**src/rtl/mux_sel_pkg.sv**
```systemverilog
// Shared constants and helpers for the round-robin mux select controller.
// Holds the FSM state encoding, the mux select codes and the request count.
package mux_sel_pkg;

   // Number of requesters, one per mux input.
   localparam int N_REQ = 4;

   // Mux select codes: {sel0,sel1} value that routes mux input i1..i4.
   localparam logic [1:0] SEL_I1 = 2'b00;
   localparam logic [1:0] SEL_I2 = 2'b01;
   localparam logic [1:0] SEL_I3 = 2'b10;
   localparam logic [1:0] SEL_I4 = 2'b11;

   // Controller states: waiting, granting a burst, settling gap.
   typedef enum logic [1:0] {
      ST_IDLE = 2'b00,
      ST_BUSY = 2'b01,
      ST_GAP  = 2'b10
   } state_e;

   // Turns a select index into the matching one-hot grant vector.
   function automatic logic [N_REQ-1:0] onehot4(input logic [1:0] idx);
      logic [N_REQ-1:0] vec;
      case (idx)
         SEL_I1:  vec = 4'b0001;
         SEL_I2:  vec = 4'b0010;
         SEL_I3:  vec = 4'b0100;
         SEL_I4:  vec = 4'b1000;
         default: vec = 4'b0000;
      endcase
      return vec;
   endfunction

endpackage

```
**src/rtl/rr_pick4.sv**
```systemverilog
// Combinational round-robin winner pick over four request lines.
// Search starts just after the last owner and wraps back to it, so a
// lone requester always wins even when it was the previous owner.
module rr_pick4
   import mux_sel_pkg::*;
(
   input  logic [N_REQ-1:0] req,
   input  logic [1:0]       ptr,
   output logic [1:0]       win,
   output logic             any
);

   logic [1:0] cand;

   // Walk ptr+1, ptr+2, ptr+3, ptr (mod 4) and keep the first request found.
   always_comb begin
      win  = ptr;
      any  = 1'b0;
      cand = ptr;
      for (int i = 1; i <= N_REQ; i++) begin
         cand = ptr + 2'(i);
         if (!any && req[cand]) begin
            win = cand;
            any = 1'b1;
         end
      end
   end

endmodule

```
**src/rtl/mux_rr_select_ctrl.sv**
```systemverilog
// Registered round-robin select generator feeding the 4:1 mux.
// Grants one requester for a bounded burst, then forces a single
// grant-free cycle so the mux output settles before the next owner.
// Selects hold their last value while nobody owns the mux.
module mux_rr_select_ctrl
   import mux_sel_pkg::*;
#(
   parameter int MAX_BURST = 8,
   parameter int CNT_W     = 4
)
(
   input  logic             clk,
   input  logic             rst_n,
   input  logic [N_REQ-1:0] req,
   input  logic             done,
   output logic [N_REQ-1:0] grant,
   output logic             sel0,
   output logic             sel1,
   output logic             busy
);

   localparam logic [CNT_W-1:0] LAST_CNT = CNT_W'(MAX_BURST - 1);

   state_e           state_q, state_d;
   logic [1:0]       ptr_q, ptr_d;
   logic [CNT_W-1:0] cnt_q, cnt_d;
   logic [N_REQ-1:0] grant_q, grant_d;
   logic [1:0]       sel_q, sel_d;

   logic [1:0]       pickWin;
   logic             pickAny;
   logic             burstEnd;

   rr_pick4 u_pick (
      .req (req),
      .ptr (ptr_q),
      .win (pickWin),
      .any (pickAny)
   );

   // The owner index is sel_q while busy; any end condition closes the burst.
   assign burstEnd = done || !req[sel_q] || (cnt_q == LAST_CNT);

   // Next-state logic: pick a new owner from IDLE/GAP, run or end the burst in BUSY.
   always_comb begin
      state_d = state_q;
      ptr_d   = ptr_q;
      cnt_d   = cnt_q;
      grant_d = grant_q;
      sel_d   = sel_q;
      case (state_q)
         ST_BUSY: begin
            if (burstEnd) begin
               state_d = ST_GAP;
               grant_d = '0;
            end else begin
               cnt_d = cnt_q + 1'b1;
            end
         end
         ST_IDLE, ST_GAP: begin
            if (pickAny) begin
               state_d = ST_BUSY;
               grant_d = onehot4(pickWin);
               sel_d   = pickWin;
               cnt_d   = '0;
               ptr_d   = pickWin;
            end else begin
               state_d = ST_IDLE;
               grant_d = '0;
            end
         end
         default: begin
            state_d = ST_IDLE;
            grant_d = '0;
         end
      endcase
   end

   // State, pointer, counter and output registers; reset puts priority on req[0].
   always_ff @(posedge clk or negedge rst_n) begin
      if (!rst_n) begin
         state_q <= ST_IDLE;
         ptr_q   <= 2'd3;
         cnt_q   <= '0;
         grant_q <= '0;
         sel_q   <= SEL_I1;
      end else begin
         state_q <= state_d;
         ptr_q   <= ptr_d;
         cnt_q   <= cnt_d;
         grant_q <= grant_d;
         sel_q   <= sel_d;
      end
   end

   assign grant = grant_q;
   assign sel0  = sel_q[1];
   assign sel1  = sel_q[0];
   assign busy  = |grant_q;

endmodule
```
**config.mk**
```make
export PLATFORM = sky130hd
export DESIGN_NAME = mux_rr_select_ctrl
export DESIGN_NICKNAME = d
export VERILOG_FILES = /design/src/rtl/mux_sel_pkg.sv /design/src/rtl/rr_pick4.sv /design/src/rtl/mux_rr_select_ctrl.sv
export SDC_FILE = /design/constraint.sdc
export NUM_CORES = 1
export LEC_CHECK = 0
export CAP_MARGIN = 10
export CORE_MARGIN = 2
export CORE_UTILIZATION = 45
export DETAILED_ROUTE_END_ITERATION = 7
export GPL_TIMING_DRIVEN = 0
export PLACE_DENSITY = 0.71
export RECOVER_POWER = 50
export SLEW_MARGIN = 20
export SYNTH_ARGS = -nofsm -noshare
export SYNTH_HDL_FRONTEND = slang
export SYNTH_HIERARCHICAL = 1
export SYNTH_SLANG_ARGS = --single-unit
```
**constraint.sdc**
```tcl
create_clock -name clk -period 2 [get_ports clk]
set_input_delay 0.2 -clock clk [delete_from_list [all_inputs] [get_ports clk]]
set_output_delay 0.2 -clock clk [all_outputs]
set_load 0.02 [all_outputs]
```
==> impl_summary.log, run 1 <==
[metrics] startpoint class of the critical path: input pin
[metrics] relative area change from synthesis to final layout: 25.9%
[metrics] synthesized instance count: 70
[metrics] number of distinct library cells after synthesis: 33
[metrics] worst slew margin relative to its limit: 0.590
[metrics] Worst Slack Setup Final: 0.152 ns
[metrics] wire length of the first global-routing pass: 2.50 mm
[metrics] Comb pwr share: 0.471
[metrics] share of async-settable or async-resettable flops after synthesis: 1.00
[metrics] most common library cells after synthesis: sky130_fd_sc_hd__nand2_1, sky130_fd_sc_hd__dfrtp_1, sky130_fd_sc_hd__a21oi_1, sky130_fd_sc_hd__inv_1, sky130_fd_sc_hd__mux2i_1
[metrics] placeable core area: 1510 um^2
[metrics] status: complete, no violations
[metrics] number of iterations in the first detailed-routing pass: 4
[metrics] fmax: 541 MHz
[metrics] CTS tree: yes
[metrics] # nets final: 96
[metrics] DP HPWL: 1.07 mm
[metrics] Final Max Tran Viols: 0
[metrics] die area: 1960 um^2
[metrics] depth of the CTS H-tree: 1
[metrics] leakage power of the design: 0.423 nW
[metrics] placement-stage worst setup slack: -0.166 ns
[metrics] maximum fanout encountered on the critical timing path: 9
[metrics] fraction of layout instances using a drive strength above 1: 0.126
[metrics] Clock transition at path regs: 0.09 ns
[metrics] crit share post-route: 0.924
[metrics] largest buffer count on any clock path: 2
[metrics] signal arrival time at the worst endpoint: 2.04 ns
[metrics] total negative slack: 0 ns
[metrics] drt total wl: 1.47 mm
[metrics] total number of vias: 577
[metrics] row count: 14
[metrics] top-area cell type share of the netlist area: 0.412
[metrics] Maximum Capacitance Violations: 0
[metrics] cell with the most instances after synthesis: sky130_fd_sc_hd__nand2_1
[metrics] origin of the critical flop-to-flop path: sel_q[0]
[metrics] global placer's final weighted congestion: 0.796
[metrics] start point of the critical path: req[3]
[metrics] Clock Latency Late Sink: 0.28 ns
[metrics] Tot Pwr: 1.32 mW
[metrics] largest net degree at the start of global routing: 15
[metrics] post-synthesis cell area: 728 um^2
[metrics] number of antenna violations at the first check in global routing: 0
[metrics] sinks on the clock net: 14
[metrics] actual slew at the worst max-slew pin: 0.613 ns
[metrics] power density cells: 1440 nW/um^2
[metrics] global route overflow: 0
[metrics] clock root buffer: sky130_fd_sc_hd__clkbuf_4
[metrics] Starting Density: 0.483
[metrics] drt wl/cell: 14.3 um
[metrics] reg-to-reg setup timing slack: 0.38 ns
[metrics] DRC violation count after routing: 0
[metrics] Die X-Extent: 44.2 um
[metrics] last element of the critical path: cnt_q[0]
[metrics] sequential element share of the synthesized area: 0.485
[metrics] finished layout cell area: 917 um^2
[metrics] Post-Synthesis Net Count: 78
[metrics] top-level I/O count: 14
[metrics] Sw Share: 0.395
[metrics] final worst path period need: 1.85 ns
[metrics] min-delay worst type: input pin to async pin
[metrics] power share of the clock group: 0.153
[metrics] final number of setup-violating endpoints: 0
[metrics] number of hold violations in the final report: 0
[metrics] largest area contributor in the netlist: sky130_fd_sc_hd__dfrtp_1
[metrics] Post-Synthesis Mean Instance Area: 10.4 um^2
[metrics] flip-flop and latch count after synthesis: 14
[metrics] cell-internal power: 0.801 mW
[metrics] Overall Global Routing Usage: 0.179
[metrics] number of global-route vias before repair: 560
[metrics] Post-CTS Setup Inserts: 0
[metrics] number of DRC violations after detailed-routing iteration 0: 11
[metrics] IR drop worst, VDD: 1.02 mV
[metrics] number of enable-type register cells in the synthesized netlist: 0
[metrics] kind of critical path: input pin to register
[metrics] flip-flop cell with the highest count after synthesis: sky130_fd_sc_hd__dfrtp_1
[metrics] CP Data Required Time: 2.19 ns
[metrics] ANT nets after route: 0
[metrics] CTS Buf Count: 3
[metrics] terminus of the critical flop-to-flop path: state_q[0]
[metrics] Yosys warning count: 6
[metrics] via count normalized by instance count: 5.60
[metrics] setup repair after global routing missed its margin: false
[metrics] cell types occupying the most area after synthesis: sky130_fd_sc_hd__dfrtp_1, sky130_fd_sc_hd__dfstp_2, sky130_fd_sc_hd__nand2_1
[metrics] total inserted antenna cells: 0
[metrics] Worst Skew: 0.00463 ns
[metrics] sequential fraction of design power: 0.376
[metrics] worst r2r path cells: 4
[metrics] net switching component of the power: 0.523 mW
[metrics] cell area after placement: 878 um^2
[metrics] kind of end point of the critical path: register
[metrics] number of I/O port buffers: 13
[metrics] vertical extent of the die: 44.2 um
-- state kept, by name, summed over array words and instances (netlist names) --
signal and count:
grant 4, state_q 2, ptr_q 2, sel_q 2, cnt_q 4
-- cells in the final DEF, fill, tap and decap left out, types with 2 or more instances in the layout --
master | netlist | layout
sky130_fd_sc_hd__nand2_1 | 13 | 13
sky130_fd_sc_hd__dfrtp_1 | 12 | 12
sky130_fd_sc_hd__clkdlybuf4s50_1 | 0 | 8
sky130_fd_sc_hd__dlygate4sd3_1 | 0 | 4
sky130_fd_sc_hd__mux2i_1 | 3 | 3
sky130_fd_sc_hd__a21oi_1 | 3 | 3
sky130_fd_sc_hd__clkbuf_4 | 0 | 3
sky130_fd_sc_hd__inv_1 | 3 | 3
sky130_fd_sc_hd__or4_1 | 2 | 2
sky130_fd_sc_hd__nor2b_1 | 2 | 2
sky130_fd_sc_hd__nand2b_1 | 2 | 2
sky130_fd_sc_hd__nor3_1 | 2 | 2
sky130_fd_sc_hd__and4_1 | 2 | 2
sky130_fd_sc_hd__nor2_1 | 2 | 2
sky130_fd_sc_hd__o2bb2ai_1 | 2 | 2
sky130_fd_sc_hd__dfstp_2 | 2 | 2
-- worst max-delay path: stages --
cell                              delay [ns]
sky130_fd_sc_hd__clkdlybuf4s50_1        0.51
sky130_fd_sc_hd__or4_1                  0.57
sky130_fd_sc_hd__nand2b_1               0.08
sky130_fd_sc_hd__clkbuf_1               0.35
sky130_fd_sc_hd__o21ai_0                0.19
sky130_fd_sc_hd__nor4_2                 0.15
-- cells by family (layout without fill, tap and decap cells) --
group,count (synthesis),after routing,share of synthesized area
buf+inv,5,22,0.0361
compound gates,12,12,0.113
flops,14,14,0.485
simple gates,33,33,0.265
mux,4,4,0.0722
fa+ha+maj,1,1,0.0172
xor+xnor,1,1,0.0120
-- power groups by stage --
stage	clock network (mW)	registers [mW]	logic (mW)
2_1_floorplan	0	0.549	0.340
3_3_place_gp	0	0.500	0.631
3_5_place_dp	0	0.505	0.642
4_1_cts	0.210	0.501	0.647
5_1_grt	0.227	0.515	0.680
6_report	0.202	0.498	0.623
-- repair_timing --
action	CTS	global route
gates resized for setup	0	1
setup endpoints to repair	0	1
hold buffers	0	0
-- through the flow --
step           hold slack (ns)   util  std cells
3_5_place_dp             0.440  0.583         99
3_3_place_gp             0.438  0.583         99
4_1_cts                  0.316  0.607        103
5_1_grt                  0.416  0.609        103
6_report                 0.368  0.609        103
2_1_floorplan          -0.0956      -         70
-- layer usage --
metal	track usage	vias up	share of wire
li1	-	288	-
met1	0.261	264	0.51
met2	0.247	23	0.42
met3	0.0531	2	0.062
met4	0.0727	0	0.0068
met5	0	-	0
-- worst min path at each step --
stage	startpoint	end	slack, ns	depth (start not counted)
6_report	rst_n	state_q[1]	0.37	1
5_1_grt	rst_n	state_q[1]	0.42	1
4_1_cts	rst_n	state_q[1]	0.32	1
3_5_place_dp	state_q[1]	state_q[1]	0.44	1
3_3_place_gp	state_q[1]	state_q[1]	0.44	1
2_1_floorplan	rst_n	cnt_q[0]	-0.1	0
-- area by class of cell --
| class | count | area [um^2] |
|---|---|---|
| buffer | 2 | 15.0 |
| clock buffer | 4 | 36.3 |
| fill | 126 | 589 |
| inverter | 3 | 11.3 |
| multi-input combinational | 51 | 349 |
| sequential | 14 | 353 |
| tap | 16 | 20.0 |
| timing repair buffer | 13 | 133 |
(Power assumes the default switching activity.)
==> inputs of run 2 (changes only) <==
--- a/config.mk
+++ b/config.mk
@@ -9,8 +9,9 @@
 export CORE_MARGIN = 2
 export CORE_UTILIZATION = 45
 export DETAILED_ROUTE_END_ITERATION = 7
+export DONT_BUFFER_PORTS = 1
 export GPL_TIMING_DRIVEN = 0
-export PLACE_DENSITY = 0.71
+export HOLD_SLACK_MARGIN = 0.05
 export RECOVER_POWER = 50
 export SLEW_MARGIN = 20
 export SYNTH_ARGS = -nofsm -noshare
==> run 2 against run 1 <==
Sequential cell count is the same. Highest routed layer unchanged. Combinational power decreased by 34%. First-iteration DRC count increased by 36%. Largest cell class unchanged. Worst setup slack improved by 0.067 ns. Via count is 6.1% lower. Sequential share of layout area rose by 6.5 points. Critical path depth decreased by 2.
==> impl_summary.log, run 2 (synthesized netlist as in run 1, its figures left out) <==
[metrics] placement-stage worst setup slack: 0.248 ns (+0.414 ns)
[metrics] origin of the critical flop-to-flop path: sel_q[0]
[metrics] CP Data Required Time: 2.16 ns (-0.03 ns)
[metrics] setup repair after global routing missed its margin: false
[metrics] Final Max Tran Viols: 0 (unchanged)
[metrics] maximum fanout encountered on the critical timing path: 8 (-1)
[metrics] clock root buffer: sky130_fd_sc_hd__clkbuf_4
[metrics] top-level I/O count: 14 (unchanged)
[metrics] leakage power of the design: 0.355 nW (-16%)
[metrics] drt total wl: 1.39 mm (-5.7%)
[metrics] Worst Skew: 0.0140 ns (+0.00933 ns)
[metrics] Post-CTS Setup Inserts: 0 (unchanged)
[metrics] number of global-route vias before repair: 532 (-5.0%)
[metrics] Worst Slack Setup Final: 0.219 ns (+0.0673 ns)
[metrics] ANT nets after route: 0 (unchanged)
[metrics] Clock transition at path regs: 0.09 ns (about the same)
[metrics] # nets final: 84 (-13%)
[metrics] number of antenna violations at the first check in global routing: 0 (unchanged)
[metrics] reg-to-reg setup timing slack: 0.22 ns (-0.16 ns)
[metrics] crit share post-route: 0.890 (-0.0337)
[metrics] start point of the critical path: sel_q[0]
[metrics] placeable core area: 1510 um^2 (unchanged)
[metrics] number of DRC violations after detailed-routing iteration 0: 15 (+4)
[metrics] final number of setup-violating endpoints: 0 (unchanged)
[metrics] highest-count cells in the layout ignoring fill and taps: sky130_fd_sc_hd__nand2_1, sky130_fd_sc_hd__dfrtp_1
[metrics] sinks on the clock net: 14 (unchanged)
[metrics] CTS tree: yes
[metrics] IR drop worst, VDD: 0.774 mV (-24%)
[metrics] worst slew margin relative to its limit: 0.589 (-0.000742)
[metrics] startpoint class of the critical path: register
[metrics] global placer's final weighted congestion: 0.752 (-5.5%)
[metrics] largest buffer count on any clock path: 2 (unchanged)
[metrics] hold-critical path depth: 3
[metrics] DP HPWL: 993 um (-7.0%)
[metrics] number of iterations in the first detailed-routing pass: 4 (unchanged)
[metrics] drt wl/cell: 15.3 um (+6.7%)
[metrics] Overall Global Routing Usage: 0.169 (-0.00969)
[metrics] most common library cell in the layout ignoring fill and taps: sky130_fd_sc_hd__nand2_1
[metrics] Starting Density: 0.483 (unchanged)
[metrics] worst r2r path cells: 4 (unchanged)
[metrics] largest net degree at the start of global routing: 15 (unchanged)
[metrics] min-delay worst type: input pin to register
[metrics] actual slew at the worst max-slew pin: 0.615 ns (+0.00111 ns)
[metrics] kind of critical path: register to register
[metrics] fraction of layout instances using a drive strength above 1: 0.133 (+0.00690)
[metrics] total inserted antenna cells: 0 (unchanged)
[metrics] Clock Latency Late Sink: 0.28 ns (about the same)
[metrics] status: complete, no violations
[metrics] final worst path period need: 1.78 ns (-0.0673 ns)
[metrics] via count normalized by instance count: 5.96 (+6.3%)
[metrics] number of I/O port buffers: 0 (-13)
[metrics] depth of the CTS H-tree: 1 (unchanged)
[metrics] fill count: 148 (+17%)
[metrics] number of hold violations in the final report: 0 (unchanged)
[metrics] terminus of the critical flop-to-flop path: grant[3]
[metrics] total negative slack: 0 ns (unchanged)
[metrics] vertical extent of the die: 44.2 um (unchanged)
[metrics] last element of the critical path: grant[3]
[metrics] row count: 14 (unchanged)
[metrics] wire length of the first global-routing pass: 2.34 mm (-6.3%)
[metrics] CTS Buf Count: 3 (unchanged)
[metrics] signal arrival time at the worst endpoint: 1.94 ns (-0.10 ns)
[metrics] Maximum Capacitance Violations: 0 (unchanged)
[metrics] die area: 1960 um^2 (unchanged)
[metrics] fmax: 562 MHz (+3.8%)
[metrics] kind of end point of the critical path: register
[metrics] power density cells: 1460 nW/um^2 (+0.95%)
[metrics] global route overflow: 0 (unchanged)
[metrics] DRC violation count after routing: 0 (unchanged)
[metrics] Die X-Extent: 44.2 um (unchanged)
[metrics] total number of vias: 542 (-6.1%)
[metrics] relative area change from synthesis to final layout: 7.73%
[run 2: what timing repair did]
| action | in CTS | in global routing |
|---|---|---|
| resized for setup | 0 | 0 |
| setup endpoints to repair | 0 | 0 |
| hold buffers | 1 | 0 |
| hold endpoints to repair | 14 | 0 |
[run 2: area by class of cell]
cell class	count	area (um^2)	share of cell area
clock buffers	4	26.3	0.0335
plain buffers	2	15.0	0.0191
repair buffers	1	10.0	0.0128
inverters	3	11.3	0.0144
well taps	16	20.0	0.0255
flip-flops and latches	14	353	0.450
multi-input cells	51	349	0.445
[run 2: worst min path at each step]
| stage | slack, ns | end | from |
|---|---|---|---|
| 2_1_floorplan | -0.1 | cnt_q[0] | rst_n |
| 3_3_place_gp | -0.1 | sel_q[0] | rst_n |
| 3_5_place_dp | -0.09 | grant[1] | rst_n |
| 4_1_cts | 0.18 | cnt_q[1] | done |
| 5_1_grt | 0.21 | cnt_q[1] | done |
| 6_report | 0.18 | cnt_q[1] | done |
[run 2: routing by layer]
metal  up-vias  global-route usage  routed length, um
li1        266                   -                  -
met1       258               0.248                717
met2        15               0.224                570
met3         3              0.0612                 90
met4         0              0.0727                 11
met5         -                   0                  0
[run 2: power by group]
group	switching [mW]	internal, mW
Combinational	0.236	0.173
Clock	0.0891	0.0773
Sequential	0.169	0.398
Total	0.494	0.649
[run 2: critical path, cell delays in order (launching register included)]
cell	delay, ns
sky130_fd_sc_hd__dfrtp_1	0.50
sky130_fd_sc_hd__mux4_2	0.61
sky130_fd_sc_hd__and3_4	0.21
sky130_fd_sc_hd__buf_6	0.13
sky130_fd_sc_hd__a32o_1	0.20
[run 2: stage by stage]
stage          instance area, um^2  hold slack [ns]  instances  utilization  power (mW)
2_1_floorplan                  728          -0.0956         70            -       0.889
3_3_place_gp                   748          -0.0952         86        0.497       0.969
3_5_place_dp                   748          -0.0949         86        0.497       0.974
4_1_cts                        785            0.180         91        0.521        1.15
5_1_grt                        785            0.205         91        0.521        1.24
6_report                       785            0.177         91        0.521        1.14
==> inputs of run 3 (changes only) <==
--- a/config.mk
+++ b/config.mk
@@ -6,7 +6,6 @@
 export NUM_CORES = 1
 export LEC_CHECK = 0
 export CAP_MARGIN = 10
-export CORE_MARGIN = 2
 export CORE_UTILIZATION = 45
 export DETAILED_ROUTE_END_ITERATION = 7
 export DONT_BUFFER_PORTS = 1
==> run 3 against run 2 <==
First-iteration DRC count is 13% lower. Combinational power increased by 2%. Register-to-register slack better by 0.04 ns.
==> impl_summary.log, run 3 (synthesized netlist as in run 1, its figures left out) <==
[metrics] final worst path period need: 1.75 ns (-0.0350 ns)
[metrics] total inserted antenna cells: 0 (unchanged)
[metrics] largest net degree at the start of global routing: 15 (unchanged)
[metrics] Overall Global Routing Usage: 0.181 (+0.0116)
[metrics] startpoint class of the critical path: register
[metrics] min-delay worst type: input pin to register
[metrics] fmax: 573 MHz (+2.0%)
[metrics] global route overflow: 0 (unchanged)
[metrics] Comb pwr share: 0.353 (-0.006)
[metrics] CTS Buf Count: 3 (unchanged)
[metrics] Final Max Tran Viols: 0 (unchanged)
[metrics] crit share post-route: 0.873 (-0.0175)
[metrics] IR drop worst, VDD: 0.887 mV (+15%)
[metrics] wire length of the first global-routing pass: 2.33 mm (-0.30%)
[metrics] Sw Share: 0.423 (-0.00948)
[metrics] cell area after placement: 748 um^2 (unchanged)
[metrics] sequential fraction of design power: 0.478 (-0.018)
[metrics] list of cells traversed by the critical path: mux4_2 > and3_4 > buf_6 > a32o_1
[metrics] total number of vias: 525 (-3.1%)
[metrics] largest delay contributor family on the critical path: multiplexers
[metrics] status: complete, no violations
[metrics] drt wl/cell: 15.1 um (-1.2%)
[metrics] cell-internal power: 0.682 mW (+5.1%)
[metrics] fill count: 142 (-4.1%)
[metrics] die area: 1780 um^2 (-8.8%)
[metrics] ANT nets after route: 0 (unchanged)
[metrics] placement-stage worst setup slack: 0.263 ns (+0.0147 ns)
[metrics] # nets final: 84 (unchanged)
[metrics] Critical path buffers and inverters: 1 (unchanged)
[metrics] number of I/O port buffers: 0 (unchanged)
[metrics] clock root buffer: sky130_fd_sc_hd__clkbuf_4
[metrics] number of DRC violations after detailed-routing iteration 0: 13 (-2)
[metrics] Post-CTS Setup Inserts: 0 (unchanged)
[metrics] power share of the clock group: 0.169 (+0.023)
[metrics] number of iterations in the first detailed-routing pass: 4 (unchanged)
[metrics] most common library cell in the layout ignoring fill and taps: sky130_fd_sc_hd__nand2_1
[metrics] top-level I/O count: 14 (unchanged)
[metrics] highest-count cells in the layout ignoring fill and taps: sky130_fd_sc_hd__nand2_1, sky130_fd_sc_hd__dfrtp_1
[metrics] placeable core area: 1510 um^2 (unchanged)
[metrics] finished layout cell area: 795 um^2 (+1.3%)
[metrics] row count: 14 (unchanged)
[metrics] fraction of layout instances using a drive strength above 1: 0.147 (+0.0133)
[metrics] post-layout util: 0.527 (+0.00665)
[metrics] Starting Density: 0.483 (unchanged)
[metrics] leakage power of the design: 0.361 nW (+1.7%)
[metrics] Hold WS: 0.183 ns (+0.00608 ns)
[metrics] CTS tree: yes
[metrics] global placer's final weighted congestion: 0.789 (+4.9%)
[metrics] maximum fanout encountered on the critical timing path: 8 (unchanged)
[metrics] Clock Latency Late Sink: 0.28 ns (about the same)
[metrics] total negative slack: 0 ns (unchanged)
[metrics] kind of critical path: register to register
[metrics] depth of the CTS H-tree: 1 (unchanged)
[metrics] signal arrival time at the worst endpoint: 1.91 ns (-0.03 ns)
[metrics] number of antenna violations at the first check in global routing: 0 (unchanged)
[metrics] vertical extent of the die: 42.2 um (-4.5%)
[metrics] worst-path cell with the longest stage delay: sky130_fd_sc_hd__mux4_2
[metrics] drt total wl: 1.37 mm (-1.2%)
[metrics] Worst Skew: 0.00508 ns (-0.00889 ns)
[metrics] via count normalized by instance count: 5.77 (-3.1%)
[metrics] Tot Pwr: 1.18 mW (+3.4%)
[metrics] Clock transition at path regs: 0.08 ns (about the same)
[metrics] actual slew at the worst max-slew pin: 0.627 ns (+0.0125 ns)
[metrics] DRC violation count after routing: 0 (unchanged)
[metrics] number of global-route vias before repair: 514 (-3.4%)
[metrics] Die X-Extent: 42.2 um (-4.5%)
[metrics] maximum single-stage delay on the critical path: 0.60 ns (about the same)
[metrics] kind of end point of the critical path: register
[metrics] net switching component of the power: 0.500 mW (+1.1%)
[metrics] Post-Place Cells: 86 (unchanged)
[metrics] CP Data Required Time: 2.17 ns (about the same)
[metrics] sinks on the clock net: 14 (unchanged)
[metrics] largest buffer count on any clock path: 2 (unchanged)
[metrics] Worst Slack Setup Final: 0.254 ns (+0.0350 ns)
[metrics] DP HPWL: 1.02 mm (+2.2%)
[metrics] Maximum Capacitance Violations: 0 (unchanged)
[metrics] number of hold violations in the final report: 0 (unchanged)
[metrics] Post-Layout Cell Count: 91 (unchanged)
[metrics] relative area change from synthesis to final layout: 9.11%
[metrics] final number of setup-violating endpoints: 0 (unchanged)
[metrics] power density cells: 1490 nW/um^2 (+2.1%)
[metrics] setup repair after global routing missed its margin: false
[metrics] worst slew margin relative to its limit: 0.581 (-0.00838)
[run 3: cell counts in the layout (fill, tap and decap cells not counted)]
Identical to the previous run, type by type.
[run 3: cell type report]
cell class                 count  area [um^2]  share of cell area
tap                           16         20.0              0.0252
clock buffer                   4         36.3              0.0457
timing repair buffer           1         10.0              0.0126
multi-input combinational     51          349               0.439
inverter                       3         11.3              0.0142
buffer                         2         15.0              0.0189
sequential                    14          353               0.444
[run 3: repair_timing]
| action | CTS | global route |
|---|---|---|
| hold buffers | 1 | 0 |
| endpoints found under the hold margin | 14 | 0 |
| resized for setup | 0 | 0 |
[run 3: worst paths after layout]
check / startpoint / endpoint / slack [ns] / depth (start not counted)
setup reg to reg: sel_q[0] / grant[3] / 0.25 / 4
hold / removal: done / cnt_q[1] / 0.18 / 3
setup / recovery: sel_q[0] / grant[3] / 0.25 / 4
max in group asynchronous: rst_n / grant[0] / 1.22 / 1
hold reg to reg: state_q[1] / state_q[1] / 0.45 / 1
min in group asynchronous: rst_n / sel_q[1] / 0.37 / 1
[run 3: layer usage]
metal / share of wire / track usage
met1: 0.48 / 0.248
met2: 0.44 / 0.240
met3: 0.066 / 0.0905
met4: 0.011 / 0.0750
met5: 0 / 0
[run 3: worst reg2reg max path, stage by stage, from the launching register on]
cell and delay, ns:
sky130_fd_sc_hd__dfrtp_1 0.49, sky130_fd_sc_hd__mux4_2 0.60, sky130_fd_sc_hd__and3_4 0.21, sky130_fd_sc_hd__buf_6 0.13
sky130_fd_sc_hd__a32o_1 0.20
[run 3: power by group through the flow]
stage	clock network, mW	registers [mW]	logic, mW
floorplan	0	0.549	0.340
global placement	0	0.571	0.396
detailed placement	0	0.574	0.404
CTS	0.210	0.568	0.416
global route	0.224	0.588	0.457
finish	0.200	0.565	0.417
==> patch: new RTL, config.mk and constraints of run 3 <==
Set the parameter `CNT_W` to 6 (it was 4).
--- a/src/rtl/mux_rr_select_ctrl.sv
+++ b/src/rtl/mux_rr_select_ctrl.sv
@@ -6,7 +6,7 @@
    import mux_sel_pkg::*;
 #(
    parameter int MAX_BURST = 8,
-   parameter int CNT_W     = 4
+   parameter int CNT_W     = 6
 )
 (
    input  logic             clk,
Function: no difference found for any inputs over 10 cycles, from zero or initial values and one cycle with rst_n low; that may be too few to reach the edited logic, so the function may still have changed.
==> patch against run 3 <==
Power is 3.4% higher. Setup slack lost 0.14 ns. Sequential share of layout area rose by 1.2 points. Routed wire length is 13% higher. Sequential cell count grew 2. First-iteration DRC count down 69%. Design area is 11% higher. Clock skew hardly changed. Via count is 16% higher. Non-clock buffer count is 1 lower. Worst hold slack better by 0.094 ns. Synthesized area up 11%. Global-route usage up 0.82 points. Largest cell class unchanged.
==> patch: results <==
[setup_path]
reg2reg_setup_slack_ns = 0.11
cp_max_fo = 10
slowest_delay_ns = 0.57
crit_arrival_ns = 2.07
r2r_end = "cnt_q[5]$_DFFE_PN0P_"
rr_worst_depth = 5

[clock_network]
worstSkewPairLatency_ns = 0.28
cts_max_level = 1
cts.clk_slew.worst_paths_ns = 0.10

[placed_design]
gp_congestion = 0.7119
portBuffers = 0
postPlaceCellArea_um2 = 837.1
hpwlAfterDp_mm = 1.117

[global_route]
grt_use_met2_pct = 27.94
use_met3_pct = 4.898
grt_usage_pct = 18.90
grt_use_met1_pct = 25.86
antenna_found_initial = 0
grt_max_degree = 17
grt_pass1_vias = 603
grt_pass1_wl_mm = 2.628

[detailed_routing]
wl_met1_um = 785
drt_wl_total_mm = 1.547
vias = 610
dr_wl_met3_um = 81
first_pass_iters = 6
drt-initial-drc-count = 4
wl_met2_um = 662

[worst_hold_path]
hold_depth = 2
holdPathEnd = "grant[0]$_DFFE_PN0P_"
min_from = "req[1]"

[layout]
final_layout_size_suffix_gt1_share_pct = 12.79
nets = 95

[synth]
seq_area_frac_synth_pct = 49.92
synth_nets = 89
async_flop_share_pct = 100.0
yosys-top-cells-count = "16 x nand2_1, 14 x dfrtp_1, 4 x inv_1, 4 x nand2b_1, 4 x o21ai_0"
synth_cell_types = 32
synthTopCellsByArea = "dfrtp_1 43%, nand2_1 7.4%, dfstp_2 6.5%"
yosysWarnings = 6

[status]
status = "completed"

[sta]
fin_crit_ns = 1.890
slew_headroom_pct = 52.53
whs_ns = 0.2773
skew_ns = 0.005093

[power]
power.switching_mw = 0.5117
p_leak_nw = 0.4227
pg_seq_mw = 0.622
ir_worst_vdd_uv = 769.1
combinationalPowerShare_pct = 31.8
-- patch: final cells by class --
class | count | area, um^2
Tap cell | 24 | 30.03
Clock buffer | 4 | 36.28
Sequential cell | 16 | 402.9
Fill cell | 144 | 710.7
Multi-Input combinational cell | 60 | 377.9
Buffer | 1 | 11.26
Inverter | 4 | 15.01
Timing Repair Buffer | 1 | 10.01
-- patch: cells by family (layout without fill, tap and decap cells) --
| kind of cell | count (synthesis) | in the layout | synth area share (%) |
|---|---|---|---|
| compound gates | 18 | 18 | 15.82 |
| mux | 2 | 2 | 4.031 |
| flops | 16 | 16 | 49.92 |
| xor+xnor | 1 | 1 | 1.085 |
| simple gates | 38 | 38 | 24.34 |
| buf+inv | 5 | 10 | 3.255 |
| fa+ha+maj | 1 | 1 | 1.550 |
-- patch: metrics by stage --
step	power [mW]	std cells	util, %
finish	1.222	110	55.42
global route	1.313	110	55.42
CTS	1.231	110	55.42
detailed placement	1.011	105	52.51
global placement	1.003	105	52.51
floorplan	0.9147	81	-
